## config.mk

```make
export PLATFORM = sky130hd
export DESIGN_NAME = dt_scheduler
export DESIGN_NICKNAME = d
export VERILOG_FILES = /design/src/rtl/dt_scheduler.sv
export SDC_FILE = /design/constraint.sdc
export NUM_CORES = 1
export LEC_CHECK = 0
export ABC_AREA = 1
export CORE_UTILIZATION = 50
export CTS_BUF_LIST = sky130_fd_sc_hd__clkbuf_16
export DETAILED_ROUTE_END_ITERATION = 8
export PLACE_DENSITY = 0.78
export SETUP_SLACK_MARGIN = 0.3
export SLEW_MARGIN = 25
export SYNTH_ARGS = -nofsm -noshare
export SYNTH_HDL_FRONTEND = slang
export SYNTH_SLANG_ARGS = --single-unit
```

## constraint.sdc

```tcl
create_clock -name clk -period 7.99 [get_ports clk]
set_clock_uncertainty 0.2 [all_clocks]
set_input_delay 1.1985 -clock clk [delete_from_list [all_inputs] [get_ports clk]]
set_output_delay 1.1985 -clock clk [all_outputs]
set_load 0.005 [all_outputs]
```

## src/rtl/dt_scheduler.sv

```systemverilog
// dt_scheduler: variable-timestep controller for the emulator models.
// Latency: requests sampled at edge n appear in dt/emu_time after edge n.
// Backpressure: none; run=0 pauses stepping, DONE holds until rst.
//
// Ports:
//   clk, rst            single clock, synchronous active-high reset
//   dt_req/dt_req_valid packed per-requester timesteps and their valids
//   run                 level enable for stepping
//   stop_time           end time, latched when leaving IDLE
//   dt, emu_time        registered step and running sum of issued steps
//   step_count          saturating count of steps taken
//   running, done       registered state decodes
module dt_scheduler #(
  parameter int                   N_REQ       = 2,
  parameter int                   DT_WIDTH    = 25,
  parameter int                   TIME_WIDTH  = 40,
  parameter int                   CNT_WIDTH   = 32,
  parameter logic [DT_WIDTH-1:0]  DT_MAX      = {DT_WIDTH{1'b1}},
  // LSB weight is 2^DT_EXPONENT seconds; no arithmetic depends on it.
  parameter int                   DT_EXPONENT = -46
) (
  input  logic                      clk,
  input  logic                      rst,
  input  logic [N_REQ*DT_WIDTH-1:0] dt_req,
  input  logic [N_REQ-1:0]          dt_req_valid,
  input  logic                      run,
  input  logic [TIME_WIDTH-1:0]     stop_time,
  output logic [DT_WIDTH-1:0]       dt,
  output logic [TIME_WIDTH-1:0]     emu_time,
  output logic [CNT_WIDTH-1:0]      step_count,
  output logic                      running,
  output logic                      done
);

  typedef enum logic [1:0] {
    IDLE = 2'd0,
    RUN  = 2'd1,
    DONE = 2'd2
  } state_t;

  state_t                state;
  logic [TIME_WIDTH-1:0] stop_lat;

  logic [DT_WIDTH-1:0]   req_min;
  logic [DT_WIDTH-1:0]   dt_next;
  logic [TIME_WIDTH-1:0] remain;
  logic                  final_step;

  // Seeding the search with DT_MAX folds the clamp into the min tree and
  // also gives DT_MAX when no request is valid.
  always_comb begin
    req_min = DT_MAX;
    for (int k = 0; k < N_REQ; k++) begin
      if (dt_req_valid[k] && (dt_req[k*DT_WIDTH +: DT_WIDTH] < req_min)) begin
        req_min = dt_req[k*DT_WIDTH +: DT_WIDTH];
      end
    end
  end

  // stop_lat > emu_time whenever RUN is entered, so remain cannot wrap.
  // When truncating, remain <= dt step <= DT_MAX, so it fits in DT_WIDTH.
  always_comb begin
    remain     = stop_lat - emu_time;
    final_step = (TIME_WIDTH'(req_min) >= remain);
    dt_next    = final_step ? DT_WIDTH'(remain) : req_min;
  end

  always_ff @(posedge clk) begin
    if (rst) begin
      state      <= IDLE;
      stop_lat   <= '0;
      dt         <= '0;
      emu_time   <= '0;
      step_count <= '0;
      running    <= 1'b0;
      done       <= 1'b0;
    end else begin
      case (state)
        IDLE: begin
          dt <= '0;
          if (run) begin
            stop_lat <= stop_time;
            // Nothing left to do: finish without ever issuing a step.
            if (stop_time <= emu_time) begin
              state   <= DONE;
              running <= 1'b0;
              done    <= 1'b1;
            end else begin
              state   <= RUN;
              running <= 1'b1;
              done    <= 1'b0;
            end
          end
        end

        RUN: begin
          if (!run) begin
            // Pause takes priority over a pending final step.
            state   <= IDLE;
            dt      <= '0;
            running <= 1'b0;
          end else begin
            dt       <= dt_next;
            emu_time <= emu_time + TIME_WIDTH'(dt_next);
            if (step_count != {CNT_WIDTH{1'b1}}) begin
              step_count <= step_count + CNT_WIDTH'(1);
            end
            if (final_step) begin
              state   <= DONE;
              running <= 1'b0;
              done    <= 1'b1;
            end
          end
        end

        DONE: begin
          dt      <= '0;
          running <= 1'b0;
          done    <= 1'b1;
        end

        default: begin
          state   <= IDLE;
          dt      <= '0;
          running <= 1'b0;
          done    <= 1'b0;
        end
      endcase
    end
  end

endmodule

```

==> metrics.md <==
| Metric | Value |
|---|---|
| RePlAce Congestion | `1.062` |
| DRC viols | `0` |
| # hold bufs at CTS | `0` |
| Startpoint of the lowest-slack hold path | `stop_lat[0]$_SDFFE_PP0P_` |
| Worst-skew pair later-pin latency | `0.45 ns` |
| Post-synth EDFFs | `0` |
| Sequential share of the synthesized area | `22.31%` |
| Antenna violations before repair | `0` |
| Area grow syn2layout | `44.10%` |
| Synth async-reset ratio | `0%` |
| Max FO, Critical Path | `9` |
| Synth top area share | `22.31%` |
| Top cell type by total area after synthesis | `dfxtp_1` |
| Synth warn | `0` |
| Slew @ Worst Pin | `0.7823 ns` |
| Post-Route WL | `49040 um` |
| Worst path most repeated cell | `nand2_1` |
| Multi-input gate area | `0.009410 sq mm` |
| Final worst setup slack | `0.3023 ns` |
| # clock sinks | `141` |
| Outcome | `completed` |
| Routed wire per std cell | `17.63 um` |
| Final setup violation count | `0` |
| Syn_area_per_cell | `6.229 sq um` |
| Unique masters post-synth | `44` |
| Largest net degree at the start of global routing | `82` |
| Synth area leaders | `dfxtp_1 22%, ha_1 16%, nand2_1 14%` |
| Maxcap violations | `0` |
| FF/Latch Area | `0.002823 sq mm` |
| Cells after Synth | `2031` |
| Buffers on Ports | `193` |
| Worst-path clk slew | `0.07 ns` |
| Setup TNS | `0 ns` |
| Cts bufs inserted | `17` |
| Slew Viols, Final | `0` |
| Gr usage total | `34.64%` |
| Share of cells above drive strength 1 | `18.32%` |
| Crit path required time | `8.13 ns` |
| Final net count | `2698` |
| Slowest cell on crit path | `fa_2` |
| Mapped Area | `0.01265 sq mm` |
| PwrDens | `315.8 mW/mm^2` |
| I/O pins | `194` |
| Final ANT Viol Nets | `0` |
| Crit path launch | `dt_req[21]` |
| Top_reg_cell synth | `dfxtp_1` |
| Die H | `161.1 um` |
| TritonCTS clock tree | `yes` |
| 1st-pass router iterations | `6` |
| RSZ-0062 raised after global routing | `yes` |
| Slew headroom | `47.85%` |
| Filler cells | `1900` |
| Hold_ws | `0.2732 ns` |
| Hold Vio Cnt, Final | `0` |
| Vias post-DR | `15470` |
| Post-Syn Nets | `2285` |
| Core ar. | `0.02453 sq mm` |
| Antenna cell count | `0` |
| Starting Density | `51.57%` |
| Fin util | `74.31%` |
| Worst slack, placed | `-0.7509 ns` |
| First-pass GRT wire length | `71450 um` |
| Lkg Pwr | `8.800 nW` |
| Type of the tightest min-delay check | `reg2reg` |
| Vias/cell | `5.564` |
| Starting DRT DRC Count | `1385` |
| CTS H-tree depth | `4` |
| Crit. End Element | `flop` |
| Final Critical Period | `7.688 ns` |
| Number of global-route vias before repair | `14230` |
| Total congestion overflow | `0` |
| Fmax | `130.1 MHz` |
| Core Rows | `57` |
| Kind of critical path | `in2reg` |
| VDD IR max | `224.6 uV` |
| Die ar. | `0.02594 sq mm` |
| Hpwl dp | `34990 um` |
| Die Wd | `161.1 um` |
| CP startpoint kind | `primary input` |
| FF+latch count, synth | `141` |
| Reg2Reg Launch Point | `emu_time[0]$_SDFFE_PP0P_` |
| Final worst-path cycle share | `96.22%` |
| Clk Tree Root Cell | `clkbuf_16` |
| Worst path max stage delay | `0.38 ns` |
| Critical Path AT | `7.83 ns` |
| Max Root-Sink Buffers | `2` |
==> worst max-delay path, delay by kind of cell <==
family	cells	cell delay, ns
AO/OA/AOI/OAI	8	0.96
adder cells (fa/ha/maj)	4	1.22
buffers and inverters	6	0.74
AND/OR/NAND/NOR	38	3.70
==> cells in the mapped netlist (all sizes together) (2+ instances only) <==
master,n
fa,2
nor4,13
xor2,36
a21oi,175
and2,4
clkbuf,32
inv,297
o21a,10
o21ai,146
a211oi,3
and3,4
dfxtp,141
a31oi,8
o211ai,6
a21o,4
nand3b,34
a21boi,4
or2,3
o221ai,3
o21bai,7
ha,157
nor3b,5
nor2,283
xnor2,13
nor3,32
nand2,487
buf,11
nand4,33
nand3,75
==> what timing repair did <==
| action | 4_1_cts | 5_1_grt |
|---|---|---|
| pin swaps | 34 | 68 |
| cloned | 5 | 2 |
| gates resized for setup | 70 | 207 |
| setup endpoints to repair | 29 | 33 |
| setup buffers | 33 | 24 |
==> routing by layer <==
metal	track usage (%)	share of wire, %	wire length, um
met2	58.86	46	22680
met5	0	0	0
met3	5.598	8.0	3914
met1	43.05	41	20130
met4	15.27	4.7	2309
==> state kept, by name (all words and copies together) (netlist names) <==
register and flops:
emu_time 40, stop_lat 40, step_count 32, dt 25, state 2, done 1
running 1
==> final cells by class <==
class,count,share of cell area (%)
sequential,141,15.48
timing repair buffer,434,21.48
clock inverter,15,0.7069
inverter,298,6.150
multi-input combinational,1552,51.62
tap,324,2.224
clock buffer,17,2.334
==> per-stage QoR <==
stage	power, mW	area [sq um]	std cells
global placement	4.282	16160	2685
finish	5.757	18230	2781
detailed placement	4.345	16160	2685
floorplan	3.217	12660	2031
global route	6.177	18230	2781
CTS	5.278	17240	2755
==> power breakdown <==
group / total (mW) / internal, mW / leakage (nW) / switching (mW)
Combinational: 4.07 / 1.56 / 7.39 / 2.50
Sequential: 0.903 / 0.814 / 1.15 / 0.0888
Clock: 0.789 / 0.408 / 0.258 / 0.382
==> cell usage in the layout (no fill, tap or decap), types with 19 or more instances in the layout <==
| cell type | netlist | routed |
|---|---|---|
| xor2_1 | 36 | 36 |
| o21ai_0 | 124 | 104 |
| dfxtp_1 | 141 | 141 |
| buf_6 | 3 | 22 |
| nor3_1 | 32 | 27 |
| o21ai_1 | 22 | 21 |
| nor2_1 | 277 | 261 |
| nand3_1 | 73 | 67 |
| clkdlybuf4s50_1 | 0 | 167 |
| inv_1 | 293 | 285 |
| clkbuf_16 | 0 | 19 |
| ha_1 | 157 | 137 |
| nand3b_1 | 34 | 34 |
| nand2_2 | 7 | 30 |
| a21oi_1 | 173 | 153 |
| nand2_1 | 480 | 449 |
| nand4_1 | 33 | 33 |
| buf_4 | 0 | 219 |
==> worst paths after layout <==
check / to / slack (ns) / depth (start not counted)
max: emu_time[32]$_SDFFE_PP0P_ / 0.30 / 56
max reg2reg: emu_time[32]$_SDFFE_PP0P_ / 1.24 / 46
min reg2reg: stop_lat[0]$_SDFFE_PP0P_ / 0.27 / 2
min: stop_lat[0]$_SDFFE_PP0P_ / 0.27 / 2
==> cell families (layout without fill, tap and decap cells) <==
kind of cell / Yosys count / in the layout / synth area share [%]
simple gates: 973 / 976 / 32.63
compound gates: 368 / 368 / 15.51
buf+inv: 341 / 764 / 10.32
fa+ha+maj: 159 / 159 / 15.84
flops: 141 / 141 / 22.31
xor+xnor: 49 / 49 / 3.392
No activity file was read; power rests on OpenSTA's default activity.
